[src/rtl/bcd_countdown_timer_pkg.sv]
// Shared types, widths and clamp helpers for the MM:SS BCD countdown timer.
// Optional feature macro used by the top: COUNTDOWN_AUTO_RELOAD_EN.
package bcd_countdown_timer_pkg;

    localparam int BCD_BIT_WIDTH = 4;
    localparam int NUM_DIGITS    = 4;
    localparam int TIME_WIDTH    = NUM_DIGITS * BCD_BIT_WIDTH;

    typedef logic [BCD_BIT_WIDTH-1:0] bcd_t;
    typedef logic [TIME_WIDTH-1:0]    bcd_time_t;

    typedef enum logic [1:0] {
        CD_IDLE  = 2'd0,
        CD_RUN   = 2'd1,
        CD_PAUSE = 2'd2,
        CD_DONE  = 2'd3
    } cd_state_t;

    localparam bcd_t      BCD_ZERO  = 4'd0;
    localparam bcd_t      BCD_ONE   = 4'd1;
    localparam bcd_t      BCD_NINE  = 4'd9;
    localparam bcd_time_t TIME_ZERO = 16'h0000;
    localparam bcd_time_t TIME_ONE  = 16'h0001;

    function automatic bcd_t bcd_clamp(input bcd_t value, input bcd_t digit_max);
        return (value > digit_max) ? digit_max : value;
    endfunction

    // Packing: {min_tens, min_units, sec_tens, sec_units}
    function automatic bcd_time_t clamp_time(input bcd_time_t value,
                                             input bcd_t      sec_tens_max,
                                             input bcd_t      min_tens_max);
        bcd_time_t result;
        result[3:0]   = bcd_clamp(value[3:0],   BCD_NINE);
        result[7:4]   = bcd_clamp(value[7:4],   sec_tens_max);
        result[11:8]  = bcd_clamp(value[11:8],  BCD_NINE);
        result[15:12] = bcd_clamp(value[15:12], min_tens_max);
        return result;
    endfunction

endpackage

[src/rtl/bcd_countdown_timer_digit.sv]
// One BCD down-counting digit with clamped load and combinational borrow-out.
// Wraps 0 -> digit_max when a borrow arrives, signalling the next digit.
module bcd_down_digit
    import bcd_countdown_timer_pkg::*;
(
    input  logic clk,
    input  logic rst,
    input  logic borrow_in,
    input  logic load,
    input  bcd_t load_value,
    input  bcd_t digit_max,
    output bcd_t q,
    output logic borrow_out
);

    always_ff @(posedge clk) begin
        if (rst) begin
            q <= BCD_ZERO;
        end else if (load) begin
            q <= bcd_clamp(load_value, digit_max);
        end else if (borrow_in) begin
            q <= (q == BCD_ZERO) ? digit_max : q - BCD_ONE;
        end
    end

    assign borrow_out = borrow_in && (q == BCD_ZERO);

endmodule

[src/rtl/bcd_countdown_timer.sv]
// MM:SS BCD countdown timer: four chained down-digits, load/start/pause FSM, expiry pulse.
// Define COUNTDOWN_AUTO_RELOAD_EN to restart from the last loaded value on expiry.
//
// state    | meaning
// CD_IDLE  | loaded or reset, waiting for start (start ignored at 00:00)
// CD_RUN   | decrementing on tick
// CD_PAUSE | holding value, ticks ignored, start resumes
// CD_DONE  | reached 00:00, only load or rst leaves
module bcd_countdown_timer
    import bcd_countdown_timer_pkg::*;
#(
    parameter int SEC_TENS_MAX = 5,
    parameter int MIN_TENS_MAX = 9
) (
    input  logic                  clk,
    input  logic                  rst,
    input  logic                  tick,
    input  logic                  start,
    input  logic                  pause,
    input  logic                  load,
    input  logic [TIME_WIDTH-1:0] load_value,
    output logic [TIME_WIDTH-1:0] q,
    output logic                  running,
    output logic                  done,
    output logic                  expired
);

    localparam bcd_t SEC_TENS_LIM = bcd_t'(SEC_TENS_MAX);
    localparam bcd_t MIN_TENS_LIM = bcd_t'(MIN_TENS_MAX);

    cd_state_t state;
    cd_state_t state_next;

    logic      q_zero;
    logic      q_one;
    logic      advance;
    logic      expire_evt;
    logic      reload_hit;
    logic      digit_load;
    bcd_time_t digit_value;
    logic      borrow [NUM_DIGITS+1];

    assign q_zero = (q == TIME_ZERO);
    assign q_one  = (q == TIME_ONE);

    // A tick only counts in RUN when neither load nor pause claims the cycle.
    assign advance    = (state == CD_RUN) && !load && !pause && tick;
    assign expire_evt = advance && q_one;

`ifdef COUNTDOWN_AUTO_RELOAD_EN
    bcd_time_t reload_q;

    always_ff @(posedge clk) begin
        if (rst) begin
            reload_q <= TIME_ZERO;
        end else if (load) begin
            reload_q <= clamp_time(load_value, SEC_TENS_LIM, MIN_TENS_LIM);
        end
    end

    assign reload_hit  = expire_evt && (reload_q != TIME_ZERO);
    assign digit_load  = load || reload_hit;
    assign digit_value = load ? load_value : reload_q;
`else
    assign reload_hit  = 1'b0;
    assign digit_load  = load;
    assign digit_value = load_value;
`endif

    // Never borrow out of 00:00 so the chain cannot wrap to the maximum time.
    assign borrow[0] = advance && !q_zero && !reload_hit;

    genvar i;
    generate
        for (i = 0; i < NUM_DIGITS; i++) begin : g_digit
            localparam bcd_t LIMIT = (i == 1) ? SEC_TENS_LIM :
                                     (i == 3) ? MIN_TENS_LIM : BCD_NINE;
            bcd_down_digit u_digit (
                .clk        (clk),
                .rst        (rst),
                .borrow_in  (borrow[i]),
                .load       (digit_load),
                .load_value (digit_value[i*BCD_BIT_WIDTH +: BCD_BIT_WIDTH]),
                .digit_max  (LIMIT),
                .q          (q[i*BCD_BIT_WIDTH +: BCD_BIT_WIDTH]),
                .borrow_out (borrow[i+1])
            );
        end
    endgenerate

    always_ff @(posedge clk) begin
        if (rst) begin
            state <= CD_IDLE;
        end else begin
            state <= state_next;
        end
    end

    always_comb begin
        state_next = state;
        if (load) begin
            state_next = CD_IDLE;
        end else begin
            case (state)
                CD_IDLE: begin
                    if (start && !q_zero) begin
                        state_next = CD_RUN;
                    end
                end
                CD_RUN: begin
                    if (pause) begin
                        state_next = CD_PAUSE;
                    end else if (expire_evt && !reload_hit) begin
                        state_next = CD_DONE;
                    end
                end
                CD_PAUSE: begin
                    if (start) begin
                        state_next = CD_RUN;
                    end
                end
                CD_DONE: begin
                    state_next = CD_DONE;
                end
                default: begin
                    state_next = CD_IDLE;
                end
            endcase
        end
    end

    always_comb begin
        running = 1'b0;
        done    = 1'b0;
        case (state)
            CD_RUN:  running = 1'b1;
            CD_DONE: done    = 1'b1;
            default: begin
                running = 1'b0;
                done    = 1'b0;
            end
        endcase
    end

    always_ff @(posedge clk) begin
        if (rst) begin
            expired <= 1'b0;
        end else begin
            expired <= expire_evt;
        end
    end

endmodule

[config.mk]
export PLATFORM = sky130hd
export DESIGN_NAME = bcd_countdown_timer
export DESIGN_NICKNAME = d
export VERILOG_FILES = /design/src/rtl/bcd_countdown_timer_pkg.sv /design/src/rtl/bcd_countdown_timer_digit.sv /design/src/rtl/bcd_countdown_timer.sv
export SDC_FILE = /design/constraint.sdc
export NUM_CORES = 1
export LEC_CHECK = 0
export CAP_MARGIN = 20
export CORE_ASPECT_RATIO = 1.4
export CORE_MARGIN = 4
export CORE_UTILIZATION = 45
export CTS_CLUSTER_SIZE = 40
export DETAILED_ROUTE_END_ITERATION = 10
export PLACE_DENSITY = 0.76
export SYNTH_ARGS = -nofsm -noshare
export SYNTH_HDL_FRONTEND = slang
export SYNTH_HIERARCHICAL = 1
export SYNTH_SLANG_ARGS = --single-unit
export TNS_END_PERCENT = 100
[constraint.sdc]
create_clock -name clk -period 3.74 [get_ports clk]
set_input_delay 0.935 -clock clk [delete_from_list [all_inputs] [get_ports clk]]
set_output_delay 0.935 -clock clk [all_outputs]
set_load 0.02 [all_outputs]
After elaboration in Yosys (flattened, before gate mapping). Cells that the tools add are included.

Bits in registers: 19. Bits of input ports: 22. Output and inout port bits: 19. Word-level logic and storage cells: 68.

Add/subtract/negate cells: 4. $lt $le $gt $ge: 4. Equality and inequality tests: 7. Muxes and demuxes: 23. Reduce and logical (&&, ||, !) cells: 24.

Operators with widths (number): two-way mux 4 bit (16); equality test 16 x 1 -> 1 bit, second input constant (1); logical NOT 16 bit (1); logical NOT 4 bit (4); subtractor 4 x 1 -> 4 bit, second input constant (4); > comparator 4 bit, second input constant (3); logical AND 1 bit (9); two-way mux 2 bit (4); one-hot mux 2 bit (4 select lines) (1); nonzero test 2 bit (4); equality test 2 bit, second input constant (2); > comparator 4 x 3 -> 1 bit, second input constant (1); != test 2 bit, second input constant (2); logical NOT 1 bit (3); != test 3 bit, second input constant (1); AND reduction 3 bit (1); equality test 2 x 1 -> 1 bit, second input constant (1); logical NOT 2 bit (1); two-way mux 1 bit (2); OR reduction 2 bit (1).

Logic depth before layout (Yosys ltp). Gate-level depths: netlist of the first run.

Depth in word-level cells: 10. Gate-level depth with buffers: 11. Depth with buffers taken out: 11.

Hierarchy. The synthesis of the first run kept the hierarchy.

By module, submodules not included: bcd_down_digit (instances 4, cells each 68, area an instance 525.5 sq um, seq. area each 80.1 sq um); bcd_countdown_timer (instances 1, cells each 29, area an instance 202.7 sq um, seq. area each 60.1 sq um).

Worst setup path after synthesis of the first run. No wires, ideal clock.

Path type: input -> register. From: input pause. To: register g_digit[3].u_digit.q[2]. Library setup time: 0.088 ns. Data arrival time: 2.816 ns. Data required time: 3.652 ns. Path slack: 0.836 ns. Stages on the path: 10. Path buffers: 0. Cell sequence: nor2_1 -> nand3_1 -> nor2_1 -> and2_1 -> and2_1 -> and2_1 -> nand2_1 -> nor3_1 -> a211oi_1 -> a311oi_2.

RTL lines: start, declared (RTL line bcd_countdown_timer.sv:19) `input logic pause,`; end signal, assigned (RTL line bcd_countdown_timer_digit.sv:20) `q <= bcd_clamp(load_value, digit_max);`; end signal, assigned (RTL line bcd_countdown_timer_digit.sv:22) `q <= (q == BCD_ZERO) ? digit_max : q - BCD_ONE;`; end, declared (RTL line bcd_countdown_timer_digit.sv:12) `output bcd_t q,`.

==> results of run 1 <==
==> placed cells by master, fill, tap and decap left out, drive strengths merged, types with 3 or more instances in the layout <==
master,instances
conb,56
clkdlybuf4s50,40
nand2,38
inv,28
nor2,24
ha,20
dfxtp,19
nand2b,16
nor3,12
a21oi,10
nand4,9
o31ai,9
o211ai,8
a211oi,8
o21ai,8
mux2,8
nand3,5
nor4b,5
or2,5
and2,4
nor3b,4
mux2i,4
and2b,4
a311o,4
o2bb2ai,4
nor4bb,4
and4,4
a41oi,4
or4b,4
o211a,4
o2111ai,4
or3,4
a311oi,4
nor4,3
clkbuf,3
buf,3
==> sequential cells by signal, indices dropped and copies added, names as in the netlist <==
signal / count
g_digit.u_digit/q: 16
expired: 1
state: 2
==> per-layer routing <==
layer  routed length [um]  vias up  global-route usage, %  part of all wire, %
met5                    0        -                      0                    0
met4                   67        0                   5.14                  1.2
met3                  157        5                   1.09                  2.9
met2                 2960       42                   34.3                   54
met1                 2290     1085                   21.4                   42
li1                     -     1265                      -                    -
==> worst max-delay path by stage <==
stage	startpoint	to	slack, ps	cells past startpoint
5_1_grt	pause	g_digit[3].u_digit/q[2]$_SDFFE_PP0P_	290	11
2_1_floorplan	pause	g_digit[3].u_digit/q[2]$_SDFFE_PP0P_	850	10
3_5_place_dp	pause	g_digit[3].u_digit/q[2]$_SDFFE_PP0P_	410	11
3_3_place_gp	load	g_digit[3].u_digit/q[2]$_SDFFE_PP0P_	420	11
6_report	pause	g_digit[3].u_digit/q[2]$_SDFFE_PP0P_	630	11
4_1_cts	load	g_digit[3].u_digit/q[2]$_SDFFE_PP0P_	650	11
==> power groups by stage <==
stage | Sequential, mW | Clock (mW) | Combinational [mW]
floorplan | 0.269 | 0 | 0.187
global placement | 0.256 | 0 | 0.302
detailed placement | 0.256 | 0 | 0.309
CTS | 0.252 | 0.152 | 0.310
global route | 0.256 | 0.157 | 0.351
finish | 0.252 | 0.148 | 0.312
==> final cells by class <==
| type | instances | area, um^2 | share of cell area (%) |
|---|---|---|---|
| clock buffers | 3 | 41.3 | 1.38 |
| clock inverters | 1 | 5.00 | 0.167 |
| inverters | 28 | 105 | 3.51 |
| multi-input cells | 303 | 1960 | 65.5 |
| flip-flops and latches | 19 | 380 | 12.7 |
| well taps | 64 | 80.1 | 2.67 |
| repair buffers | 43 | 423 | 14.1 |
==> per-stage QoR <==
step | setup WS, ps | hold slack (ps) | utilization, % | cell area, um^2 | instances
4_1_cts | 649 | 540 | 60.9 | 3000 | 461
6_report | 631 | 534 | 60.9 | 3000 | 461
5_1_grt | 291 | 569 | 60.9 | 3000 | 461
3_3_place_gp | 420 | 530 | 60.0 | 2950 | 457
3_5_place_dp | 406 | 530 | 60.0 | 2950 | 457
2_1_floorplan | 849 | 496 | - | 2500 | 354
==> critical path, cell delays in order <==
cell	delay, ps
clkdlybuf4s50_1	420
nor2_1	170
nand3_1	100
nor2_1	120
and2_1	300
and2_1	340
and2_1	320
nand2_1	110
nor3_1	170
a211oi_1	80
a311oi_2	230
==> metrics, run 1 <==
drt wl/cell 11.9 um; placer congestion estimate 0.849; RR Startpoint g_digit[0].u_digit/q[0]$_SDFFE_PP0P_; Routed WL 5470 um; WHS Endpoint state[0]$_SDFFE_PP0P_; Setup Fix Bufs, Post-CTS 0; Routed Antenna Nets 0; CTS tree built; die width between 60 and 70 um; status complete, no violations; largest net degree at the start of global routing 24; Worst-path clk slew approximately 70 ps; Avg Cell Area, Syn about 7.7 um^2; synthesized cell area 0.00230 mm^2; first-pass GRT wire length 9440 um; Slew HR 57.0%; DR vias/cell 5.20; Seq pwr share 35.4%; Detailed Place HPWL 4480 um; hold path startpoint state[1]$_SDFFE_PP0P_; Initial Utilization a little under half; # diodes 0; min Tclk post-route 3110 ps; vias in the first global route 2,246; CTS Buf Count 3; Pleak 1.26 nW; WHS Path Cells 2; power share of the clock group 20.8%; Fmax 0.322 GHz; Pint 443 uW; GRT Util Overall 18.4%; clock sink count 19; Mapped Cells 300; Layout Skew 6.05 ps; startpoint types primary input; Core Box Area 0.00492 mm^2; worst-path fanout max 8; critical path required time 3920 ps; aggregate global routing overflow 0; final hold vios 0; CTS-repair resized insts 0; full die area 0.00633 mm^2; clk root buf clkbuf_8; Skew-Pair Late Insertion Delay 260 ps; initial antenna violation count 0; Nets 440; share of layout cells above drive strength 1 7.81%; H-tree depth 1; hold_buf cts 0; WP data arrival between 3000 and 4000 ps; Area Overhead vs Synth 30.3%; VDD IR max 0.000114 V; routed vias 2,397; Tcrit/Tclk final 83.1%; Setup Viol. Count Final 0; flop-to-flop setup slack 910 ps; Port-buffer cells 40; max-slew violations 0; Top Ports slightly above 40; RSZ-0062 raised after global routing no; total power ~700 uW; R2R cell count 10; fillcell total approximately 460; Total Neg Setup Slack 0 ps; switching pwr 270 uW; worst reg2reg path endpoint g_digit[3].u_digit/q[2]$_SDFFE_PP0P_; Die Ht 92.6 um; P per Cell Area 238 mW/mm^2; initial DRC count 133; number of max-cap violations 0; Max clock buf depth 2; DRC viols 0; yosys synthesis warning count 6; combinational power share 43.8%; HP Class reg2reg; Core Rows 30; WS Path Type in2reg; critical path endpoint category flip-flop; Pre-antenna DRT Iters 4; Switching Share 37.9%; worst-margin pin slew 643 ps
Power figures use the tool's default switching activity.
==> run 2: changes to the inputs <==
==> constraint.sdc (replaced) <==
create_clock -name clk -period 3.2 [get_ports clk]
set_input_delay 0.8 -clock clk [delete_from_list [all_inputs] [get_ports clk]]
set_output_delay 0.8 -clock clk [all_outputs]
set_load 0.02 [all_outputs]
==> run 2 against run 1 <==
Net effect:
- sequential share of layout area fell by 0.058 points
- power increased by 16%
- register-to-register slack got worse by 140 ps
- worst setup slack lost 49 ps
- sequential power is 17% higher
==> metrics, run 2 (synthesized netlist as in run 1, its figures left out) <==
aggregate global routing overflow 0 (unchanged); dpl ws 343 ps (was 406 ps); worst setup margin 582 ps (was 631 ps); max FFs per register 16 (unchanged); die width 68.4 um (unchanged); Worst-path clk slew 70 ps (about the same); status complete, no violations (unchanged); dpl cell area 0.00296 mm^2 (was 0.00295 mm^2); vias in the first global route 2,241 (was 2,246); Skew-Pair Late Insertion Delay 250 ps (was 260 ps); clock sink count 19 (unchanged); worst-path fanout max 7 (was 8); Max clock buf depth 2 (unchanged); final hold vios 0 (unchanged); min Tclk post-route between 2000 and 3000 ps; initial antenna violation count 0 (unchanged); Setup Fix Bufs, Post-CTS 0 (unchanged); Port-buffer cells 40 (unchanged); largest registers g_digit.u_digit/q x16, state x2, expired x1 (unchanged); first-pass GRT wire length 9330 um (was 9440 um); Routed WL 5460 um (was 5470 um); RSZ-0062 raised after global routing no (unchanged); Total Neg Setup Slack 0 ps (unchanged); CTS tree built (unchanged); CTS-repair resized insts 0 (unchanged); drt wl/cell 11.8 um (was 11.9 um); WP data arrival 2790 ps (was 3290 ps); Area Overhead vs Synth 30.9% (was 30.3%); total power 827 uW (was 712 uW); Routed Antenna Nets 0 (unchanged); Top Ports 41 (unchanged); Biggest register g_digit.u_digit/q (unchanged); Initial Utilization 46.7% (unchanged); startpoint types primary input (unchanged); clk root buf clkbuf_8 (unchanged); Design Area, Final 0.00301 mm^2 (was 0.00300 mm^2); initial DRC count 121 (was 133); Setup Viol. Count Final 0 (unchanged); worst-margin pin slew 582 ps (was 643 ps); GRT Util Overall 18.2% (was 18.4%); Tcrit/Tclk final between 80% and 90%; critical path endpoint category flip-flop (unchanged); Core Rows 30 (unchanged); WS Path Type in2reg (unchanged); commonest non-fill, non-tap cells in the layout 56 x conb_1, 40 x clkdlybuf4s50_1, 38 x nand2_1, 28 x inv_1, 24 x nor2_1 (unchanged); # diodes 0 (unchanged); Pre-antenna DRT Iters 4 (unchanged); CTS Buf Count 3 (unchanged); Hold WS 555 ps (was 534 ps); WHS Path Cells 2 (unchanged); share of layout cells above drive strength 1 8.02% (was 7.81%); Layout Skew 3.39 ps (was 6.05 ps); largest net degree at the start of global routing 24 (unchanged); placer congestion estimate 0.788 (was 0.849); VDD IR max 0.000113 V (was 0.000114 V); Nets 442 (was 440); max-slew violations 0 (unchanged); H-tree depth 1 (unchanged); DR vias/cell 5.21 (was 5.20); R2R cell count 10 (unchanged); Detailed Place HPWL 4380 um (was 4480 um); Pleak 1.27 nW (was 1.26 nW); DRC viols 0 (unchanged); routed vias 2,413 (was 2,397); Fmax about 0.38 GHz; hold_buf cts 0 (unchanged); number of max-cap violations 0 (unchanged); HP Class reg2reg (unchanged); full die area 0.00633 mm^2 (unchanged); Die Ht 92.6 um (unchanged); Slew HR 61.1% (was 57.0%); critical path required time 3370 ps (was 3920 ps); commonest non-fill, non-tap cell in the layout conb_1 (unchanged); P per Cell Area 275 mW/mm^2 (was 238 mW/mm^2); Core Box Area 0.00492 mm^2 (unchanged)
==> run 2: cell count changes in the layout (fill, tap and decap cells not counted), sizes merged <==
cell / delta
clkbuf: +1
buf: +2
clkinv: -1
==> run 2: through the flow <==
step	utilization, %	cells
2_1_floorplan	-	354
3_3_place_gp	60.3	459
3_5_place_dp	60.3	459
5_1_grt	61.2	463
4_1_cts	61.2	463
6_report	61.2	463
==> run 2: report_power, final <==
group / switching [mW] / internal (mW)
combinational: 0.192 / 0.172
sequential: 0.0363 / 0.258
clock: 0.0806 / 0.0885
total: 0.308 / 0.519
==> run 2: path summary, 6_finish.rpt <==
kind / slack (ps) / start / end
setup / recovery: 580 / pause / g_digit[3].u_digit/q[2]$_SDFFE_PP0P_
hold reg to reg: 560 / state[1]$_SDFFE_PP0P_ / state[0]$_SDFFE_PP0P_
setup reg to reg: 770 / g_digit[0].u_digit/q[0]$_SDFFE_PP0P_ / g_digit[3].u_digit/q[2]$_SDFFE_PP0P_
hold / removal: 560 / state[1]$_SDFFE_PP0P_ / state[0]$_SDFFE_PP0P_
==> run 2: critical path, cell delays in order <==
cell             delay (ps)
clkdlybuf4s50_1         430
nor2_1                  170
nand3_1                 100
nor2_1                  140
and2_1                  160
and2_1                  140
and2_1                  260
nand2_1                 110
nor3_1                  170
a211oi_1                 80
a311oi_2                230
==> run 2: final cells by class <==
type                    instances  area (um^2)
clock buffers                   4         45.0
flip-flops and latches         19          380
multi-input cells             303         1960
fillers                       472         1910
inverters                      28          105
well taps                      64         80.1
repair buffers                 45          438
==> run 2: metal layers <==
metal / track usage, % / vias up / wire length, um
met4: 5.47 / 0 / 44
met3: 1.94 / 2 / 192
li1: - / 1270 / -
met5: 0 / - / 0
met2: 32.8 / 37 / 2860
met1: 21.5 / 1104 / 2360
==> run 3: changes to the inputs <==
==> constraint.sdc (replaced) <==
create_clock -name clk -period 2.71 [get_ports clk]
set_input_delay 0.6775 -clock clk [delete_from_list [all_inputs] [get_ports clk]]
set_output_delay 0.6775 -clock clk [all_outputs]
set_load 0.02 [all_outputs]
==> run 3 against run 2 <==
Net effect:
- combinational power grew 23%
- core utilization grew 1.0 points
- worst setup slack lost 320 ps
- critical path depth is the same
- hold slack lost 12 ps
- register-to-register slack lost 460 ps
- global-route usage grew 1.3 points
- clock power grew 15%
- non-clock buffer count grew 6
- cell area grew 1.7%
- die area is the same
- critical path type unchanged
- critical endpoint unchanged
==> metrics, run 3 (synthesized netlist as in run 1, its figures left out) <==
number of max-cap violations 0 (unchanged); largest registers g_digit.u_digit/q x16, state x2, expired x1 (unchanged); Pleak 1.30 nW (was 1.27 nW); commonest non-fill, non-tap cells in the layout 56 x conb_1, 40 x clkdlybuf4s50_1, 38 x nand2_1, 28 x inv_1, 24 x nor2_1 (unchanged); dpl cell area 0.00301 mm^2 (was 0.00296 mm^2); worst-path fanout max 4 (was 7); area of the multi-input gates 0.00197 mm^2 (was 0.00196 mm^2); Pint 620 uW (was 519 uW); DRC viols 0 (unchanged); initial DRC count 168 (was 121); Design Area, Final 0.00306 mm^2 (was 0.00301 mm^2); Setup Fix Bufs, Post-CTS 0 (unchanged); WS Path Type in2reg (unchanged); hold path startpoint state[1]$_SDFFE_PP0P_ (unchanged); drt wl/cell 12.2 um (was 11.8 um); power share of the clock group 19.7% (was 20.4%); Die Ht 92.6 um (unchanged); Top Ports 41 (unchanged); first-pass GRT wire length 9980 um (was 9330 um); Tcrit/Tclk final 90.2%; min Tclk post-route 2440 ps; Setup Viol. Count Final 0 (unchanged); Layout Skew 3.14 ps (was 3.39 ps); Switching Share 37.1% (was 37.3%); Detailed Place HPWL 4620 um (was 4380 um); H-tree depth 1 (unchanged); CTS tree built (unchanged); HP Class reg2reg (unchanged); max-slew violations 0 (unchanged); Seq pwr share 34.9% (was 35.6%); Routed Antenna Nets 0 (unchanged); Fmax 0.409 GHz; P per Cell Area 322 mW/mm^2 (was 275 mW/mm^2); Area Overhead vs Synth 33.1% (was 30.9%); Core Rows 30 (unchanged); final hold vios 0 (unchanged); Nets 448 (was 442); Pre-antenna DRT Iters 4 (unchanged); DR vias/cell 5.21 (about the same); routed vias 2,444 (was 2,413); vias in the first global route 2,363 (was 2,241); startpoint types primary input (unchanged); Skew-Pair Late Insertion Delay 250 ps (about the same); Initial Utilization 46.7% (unchanged); Total Neg Setup Slack 0 ps (unchanged); RSZ-0062 raised after global routing no (unchanged); Biggest register g_digit.u_digit/q (unchanged); critical path endpoint category flip-flop (unchanged); clk root buf clkbuf_8 (unchanged); RR Startpoint g_digit[2].u_digit/q[1]$_SDFFE_PP0P_ (was g_digit[0].u_digit/q[0]$_SDFFE_PP0P_); VDD IR max 0.000173 V (was 0.000113 V); Max clock buf depth 2 (unchanged); fillcell total 484 (was 472); combinational power share 45.3% (was 44.0%); Final Util 62.2% (was 61.2%); Port-buffer cells 40 (unchanged); total power 986 uW (was 827 uW); largest net degree at the start of global routing 24 (unchanged); max FFs per register 16 (unchanged); Worst-path clk slew 70 ps (about the same); die width 68.4 um (unchanged); GRT Util Overall 19.4% (was 18.2%); # diodes 0 (unchanged); placer congestion estimate 0.817 (was 0.788); switching pwr 366 uW (was 308 uW); Core Box Area 0.00492 mm^2 (unchanged); initial antenna violation count 0 (unchanged); WP data arrival 2610 ps (was 2790 ps); Routed WL 5700 um (was 5460 um); commonest non-fill, non-tap cell in the layout conb_1 (unchanged); clock sink count 19 (unchanged); aggregate global routing overflow 0 (unchanged); critical path required time 2870 ps (was 3370 ps); FF/Latch Area 380 um^2 (unchanged); status complete, no violations (unchanged); crit path launch load (was pause); full die area 0.00633 mm^2 (unchanged); share of layout cells above drive strength 1 9.63% (was 8.02%); CTS Buf Count 3 (unchanged)
-- run 3: cell types whose count changed in the layout (fill, tap and decap cells not counted), sizes merged --
cell	change
buf	+6
-- run 3: worst paths after layout --
path / slack, ps / cells past startpoint / end
worst min register to register: 540 / 2 / state[0]$_SDFFE_PP0P_
worst max register to register: 310 / 11 / g_digit[3].u_digit/q[1]$_SDFFE_PP0P_
worst min-delay path: 540 / 2 / state[0]$_SDFFE_PP0P_
worst max-delay path: 270 / 11 / g_digit[3].u_digit/q[2]$_SDFFE_PP0P_
-- run 3: power by group through the flow --
stage / clock [mW] / combinational (mW) / sequential (mW)
2_1_floorplan: 0 / 0.258 / 0.372
3_3_place_gp: 0 / 0.431 / 0.349
3_5_place_dp: 0 / 0.441 / 0.350
4_1_cts: 0.202 / 0.443 / 0.344
5_1_grt: 0.213 / 0.506 / 0.349
6_report: 0.195 / 0.447 / 0.345
-- run 3: repair_timing --
action                                  CTS  global route
resized for setup                         0             1
endpoints found under the setup margin    0             1
hold buffers                              0             0
-- run 3: area by class of cell --
type,instances,area share (%)
Clock buffer,4,1.47
Inverter,28,3.44
Multi-Input combinational cell,303,64.3
Sequential cell,19,12.4
Tap cell,64,2.62
Timing Repair Buffer,51,15.8
-- run 3: stage by stage --
step | worst slack (ps) | hold slack, ps | cells
floorplan | 76.6 | 496 | 354
global placement | 62.1 | 530 | 465
detailed placement | 9.65 | 541 | 465
CTS | 180 | 550 | 469
global route | 45.8 | 579 | 469
finish | 265 | 543 | 469
-- run 3: per-layer routing --
metal	up-vias	GRT usage (%)	share of wire, %
met1	1116	22.8	42
met5	-	0	0
met4	0	5.31	1.1
li1	1286	-	-
met3	4	1.09	2.5
met2	38	36.3	55
-- run 3: worst max-delay path, stage by stage --
cell             delay [ps]
clkdlybuf4s50_1         420
nor2b_1                 160
nand3_1                  90
nor2_1                  130
and2_1                  150
and2_1                  140
and2_1                  220
nand2_1                 100
nor3_1                  170
a211oi_1                 80
a311oi_2                260
==> variant 1, RTL diff (settings of run 2) <==
Add a define of `COUNTDOWN_AUTO_RELOAD_EN`.
--- a/src/rtl/bcd_countdown_timer.sv
+++ b/src/rtl/bcd_countdown_timer.sv
@@ -6,6 +6,8 @@
 // CD_RUN   | decrementing on tick
 // CD_PAUSE | holding value, ticks ignored, start resumes
 // CD_DONE  | reached 00:00, only load or rst leaves
+`define COUNTDOWN_AUTO_RELOAD_EN
+
 module bcd_countdown_timer
     import bcd_countdown_timer_pkg::*;
 #(
Behaviour: not the same (a bounded check fails within 4 cycles, from zero or initial values and one cycle with rst high).
==> variant 1 against run 2 <==
Clock power is 86% higher; count of clock-buffer cells in the layout is 3 higher; synthesized area is 35% higher; sequential share of layout area is 5.2 points higher; critical endpoint is now g_digit[1].u_digit/q[2]; largest cell class unchanged; design area is 30% higher; total power is 57% higher; critical path type unchanged; sequential cell count is 16 higher; highest routed layer unchanged; sequential power is 76% higher; final cell count is 27% higher; wire length is 39% higher; synthesized cell count is 30% higher; setup slack worse by 0.26 ns; first-iteration DRC count is 19% higher.
==> variant 1: results (changes against run 2) <==
* Status: finished clean (unchanged)
* Worst-margin pin slew at 0.538 ns (was 0.582 ns)
* R2R depth at 10 (unchanged)
* RR Endpoint: g_digit[3].u_digit/q[2] (unchanged)
* Met2 Use GR at 36.4% (was 32.8%)
* Leak Pwr at 1.65 nW (was 1.27 nW)
* Clock slew at reported path FFs at 0.07 ns (about the same)
* Vias in the first global route at 2934 (was 2241)
* DR top layer: met4 (unchanged)
* Post-placement cell count at 580 (was 459)
* Clock Skew at 0.00640 ns (was 0.00339 ns)
* Final hold slack at 0.479 ns (was 0.555 ns)
* PortBufs at 40 (unchanged)
* Cell count after synthesis at 391 (was 300)
* Switching portion of total power at 35.2% (was 37.3%)
* Fin cells at 588 (was 463)
* Met3 Use GR at 2.80% (was 1.94%)
* Top Registers: g_digit.u_digit/q x16, reload_q x16, state x2 (was g_digit.u_digit/q x16, state x2, expired x1)
* Initial antenna violation count at 0 (unchanged)
* VDD IR-drop max at 0.000219 V (was 0.000113 V)
* H-tree depth at 2 (was 1)
* Hold depth at 2 (unchanged)
* Post-CTS Resized at 0 (unchanged)
* Crit path max fanout at 17 (was 7)
* M1 GR Usage at 22.0% (was 21.5%)
* Root buf cell: clkbuf_8 (unchanged)
* Clock latency on the worst-skew pair at 0.29 ns (was 0.25 ns)
* Slowest stage delay, CP at 0.55 ns (was 0.43 ns)
* Largest net degree at the start of global routing at 18 (was 24)
* Placed cell areas at 3840 µm² (was 2960 µm²)
* Routed len/inst at 12.9 µm (was 11.8 µm)
* Hold path startpoint: reload_q[7] (was state[1])
* Starting DRT DRC Count at 144 (was 121)
* Post-CTS Setup Repair Bufs at 0 (unchanged)
* Type of the most critical hold path: reg -> reg (unchanged)
* GRT Util Overall at 19.3% (was 18.2%)
* Worst r2r src: g_digit[0].u_digit/q[0] (unchanged)
* First-pass GRT wire length at 13200 µm (was 9330 µm)
* Met2 Routed Length at 3910 µm (was 2860 µm)
* Drt pass-1 iters at 4 (unchanged)
* Via count of the routed design at 3066 (was 2413)
* Crit path max-delay cell type: clkdlybuf4s50_1 (unchanged)
* M1 wire length at 3290 µm (was 2360 µm)
* DPL Wire Length at 6110 µm (was 4380 µm)
* CTS Buffer Depth at 2 (unchanged)
* Synth Warn # at 6 (unchanged)
* Hold-critical path endpoint: reload_q[7] (was state[0])
* Diodes inserted at 0 (unchanged)
* WL met3 at 258 µm (was 192 µm)
* R2R Setup Slk at 0.57 ns (was 0.77 ns)
* Filler cells at 637 (was 472)
* GPL Wtd Cong at 0.885 (was 0.788)
* Cts bufs inserted at 5 (was 3)
* Nets at 537 (was 442)
* Layout cells sized above 1 at 11.9% (was 8.02%)
[variant 1: changes by cell type in the layout (fill, tap and decap cells not counted), sizes merged, moves of 7 or more]
cell    change
nand2b      +7
buf         +8
mux2        +8
nor2        +8
dfxtp      +16
nand2      +15
[variant 1: area by class of cell]
class	count	area, µm²	share of cell area (%)
multi-input cells	369	2400	61.2
clock buffers	7	76.3	1.94
well taps	92	115	2.93
clock inverters	1	5.00	0.127
inverters	31	116	2.96
repair buffers	53	510	13.0
flip-flops and latches	35	701	17.8
[variant 1: through the flow]
stage	setup slack [ns]	total power [mW]	util [%]
finish	0.321	1.30	59.0
global route	0.197	1.38	59.0
CTS	0.324	1.30	59.0
detailed placement	0.0459	0.984	57.8
global placement	0.0889	0.974	57.8
floorplan	0.274	0.836	-
[variant 1: how the worst max path moves through the flow]
stage               slack (ns)  start                       to  depth (start not counted)
floorplan                 0.27   load  g_digit[3].u_digit/q[2]                         11
global placement          0.09   load  g_digit[2].u_digit/q[2]                          8
detailed placement        0.05   load  g_digit[2].u_digit/q[2]                          8
CTS                       0.32   load  g_digit[1].u_digit/q[2]                          9
global route              0.20   load  g_digit[3].u_digit/q[2]                         11
finish                    0.32   load  g_digit[1].u_digit/q[2]                          8
[variant 1: critical path: cells and delay by family]
| kind | cells | cell delay, ns |
|---|---|---|
| buffers and inverters | 2 | 0.71 |
| AO/OA/AOI/OAI | 3 | 0.52 |
| multiplexers | 2 | 0.70 |
| adder cells (fa/ha/maj) | 1 | 0.33 |
[variant 1: power groups by stage]
stage          logic (mW)  clock network [mW]  registers [mW]
2_1_floorplan       0.298                   0           0.538
3_3_place_gp        0.451                   0           0.523
3_5_place_dp        0.459                   0           0.525
4_1_cts             0.462               0.323           0.515
5_1_grt             0.521               0.340           0.521
6_report            0.467               0.315           0.516
==> variant 2, RTL diff (flow settings as in run 2) <==
Made on the original files. Re-encode `cd_state_t` (4 states) as one-hot, 4 bits wide.
--- a/src/rtl/bcd_countdown_timer_pkg.sv
+++ b/src/rtl/bcd_countdown_timer_pkg.sv
@@ -9,11 +9,11 @@
     typedef logic [BCD_BIT_WIDTH-1:0] bcd_t;
     typedef logic [TIME_WIDTH-1:0]    bcd_time_t;
 
-    typedef enum logic [1:0] {
-        CD_IDLE  = 2'd0,
-        CD_RUN   = 2'd1,
-        CD_PAUSE = 2'd2,
-        CD_DONE  = 2'd3
+    typedef enum logic [3:0] {
+        CD_IDLE  = 4'b0001,
+        CD_RUN   = 4'b0010,
+        CD_PAUSE = 4'b0100,
+        CD_DONE  = 4'b1000
     } cd_state_t;
 
     localparam bcd_t      BCD_ZERO  = 4'd0;
Behaviour: no difference found for any inputs over 10 cycles, from zero or initial values and one cycle with rst high; not proved beyond that.
==> variant 2 against run 2 <==
Sequential cell count is 2 higher; setup slack worse by 0.38 ns; sequential power is 11% higher; via count is 6.3% higher; critical path type unchanged; total power is 5.9% higher; wire length is 6.3% higher; design area is 5.9% higher; synthesized area is 7.3% higher.
==> variant 2: results (changes against run 2) <==
* Status: finished clean (unchanged)
* Post-DRT Antenna Nets at 0 (unchanged)
* VDD IR-drop max at 0.000129 V (was 0.000113 V)
* Initial antenna violation count at 0 (unchanged)
* GPL Wtd Cong at 0.799 (was 0.788)
* M1 GR Usage at 20.5% (was 21.5%)
* Fin cells at 480 (was 463)
* PortBufs at 40 (unchanged)
* GRT Util Overall at 18.1% (was 18.2%)
* Starting DRT DRC Count at 121 (unchanged)
* Vias per cell at 5.35 (was 5.21)
* Post-CTS Setup Repair Bufs at 0 (unchanged)
* Post-synthesis average cell area at 7.85 µm² (was 7.66 µm²)
* Clock Skew at 0.00693 ns (was 0.00339 ns)
* Placed cell areas at 3140 µm² (was 2960 µm²)
* Top Registers: g_digit.u_digit/q x16, state x4, expired x1 (was g_digit.u_digit/q x16, state x2, expired x1)
* Layout cells sized above 1 at 9.66% (was 8.02%)
* Filler cells at 504 (was 472)
* Relative slew slack at 63.6% (was 61.1%)
* Nets at 457 (was 442)
* H-tree depth at 1 (unchanged)
* DPL Wire Length at 4710 µm (was 4380 µm)
* First-pass GRT wire length at 10300 µm (was 9330 µm)
* Crit path max fanout at 7 (unchanged)
* Pre-CTS setup slack at -0.0783 ns (was 0.343 ns)
* Diodes inserted at 0 (unchanged)
* Post-CTS Resized at 0 (unchanged)
* Synth Warn # at 6 (unchanged)
* Drt pass-1 iters at 4 (unchanged)
* GRT overflow at 0 (unchanged)
* Root buf cell: clkbuf_8 (unchanged)
* Largest net degree at the start of global routing at 22 (was 24)
* WL final at 5800 µm (was 5460 µm)
* Vias in the first global route at 2441 (was 2241)
* Leak Pwr at 1.34 nW (was 1.27 nW)
* Net switching power at 0.326 mW (was 0.308 mW)
* Cts bufs inserted at 3 (unchanged)
* CTS Buffer Depth at 2 (unchanged)
* WP data arrival at 3.16 ns (was 2.79 ns)
* Met2 Use GR at 35.1% (was 32.8%)
* Met3 Use GR at 1.69% (was 1.94%)
-- variant 2: per-stage QoR --
stage / TNS, ns / utilization, %
2_1_floorplan: 0 / -
3_3_place_gp: 0 / 60.0
5_1_grt: 0 / 60.9
6_report: 0 / 60.9
4_1_cts: 0 / 60.9
3_5_place_dp: -0.0783 / 60.0
-- variant 2: worst paths after layout --
path / start / to / slack (ns) / cells after the start
setup / recovery: load / g_digit[3].u_digit/q[2] / 0.20 / 11
hold reg to reg: state[0] / state[2] / 0.57 / 1
hold / removal: state[0] / state[2] / 0.57 / 1
setup reg to reg: state[3] / g_digit[3].u_digit/q[2] / 0.41 / 10
-- variant 2: power groups by stage --
stage	Sequential, mW	Combinational [mW]	Clock, mW
after global routing	0.334	0.415	0.196
after detailed placement	0.333	0.369	0
final	0.327	0.372	0.177
after CTS	0.327	0.371	0.184
after global placement	0.332	0.360	0
after floorplan	0.346	0.228	0
-- variant 2: area by class of cell --
cell class                 instances  area, µm²  share of cell area (%)
tap                               66       82.6                    2.59
multi-input combinational        312       2080                    65.1
sequential                        21        420                    13.2
clock inverter                     1       5.00                   0.157
timing repair buffer              46        445                    14.0
clock buffer                       3       41.3                    1.30
inverter                          31        116                    3.65
-- variant 2: critical path: stages --
cell,delay [ns]
clkdlybuf4s50_1,0.47
nand2b_2,0.21
or3_4,0.34
nor2b_1,0.17
and2_1,0.17
and2_1,0.14
and2_1,0.25
nand2_1,0.11
nor3_1,0.17
a211oi_1,0.08
a311oi_2,0.25
-- variant 2: per-layer routing --
metal	vias to the layer above	part of all wire (%)
met5	-	0
met4	0	1.8
met3	7	2.8
met2	35	52
met1	1190	44
li1	1334	-
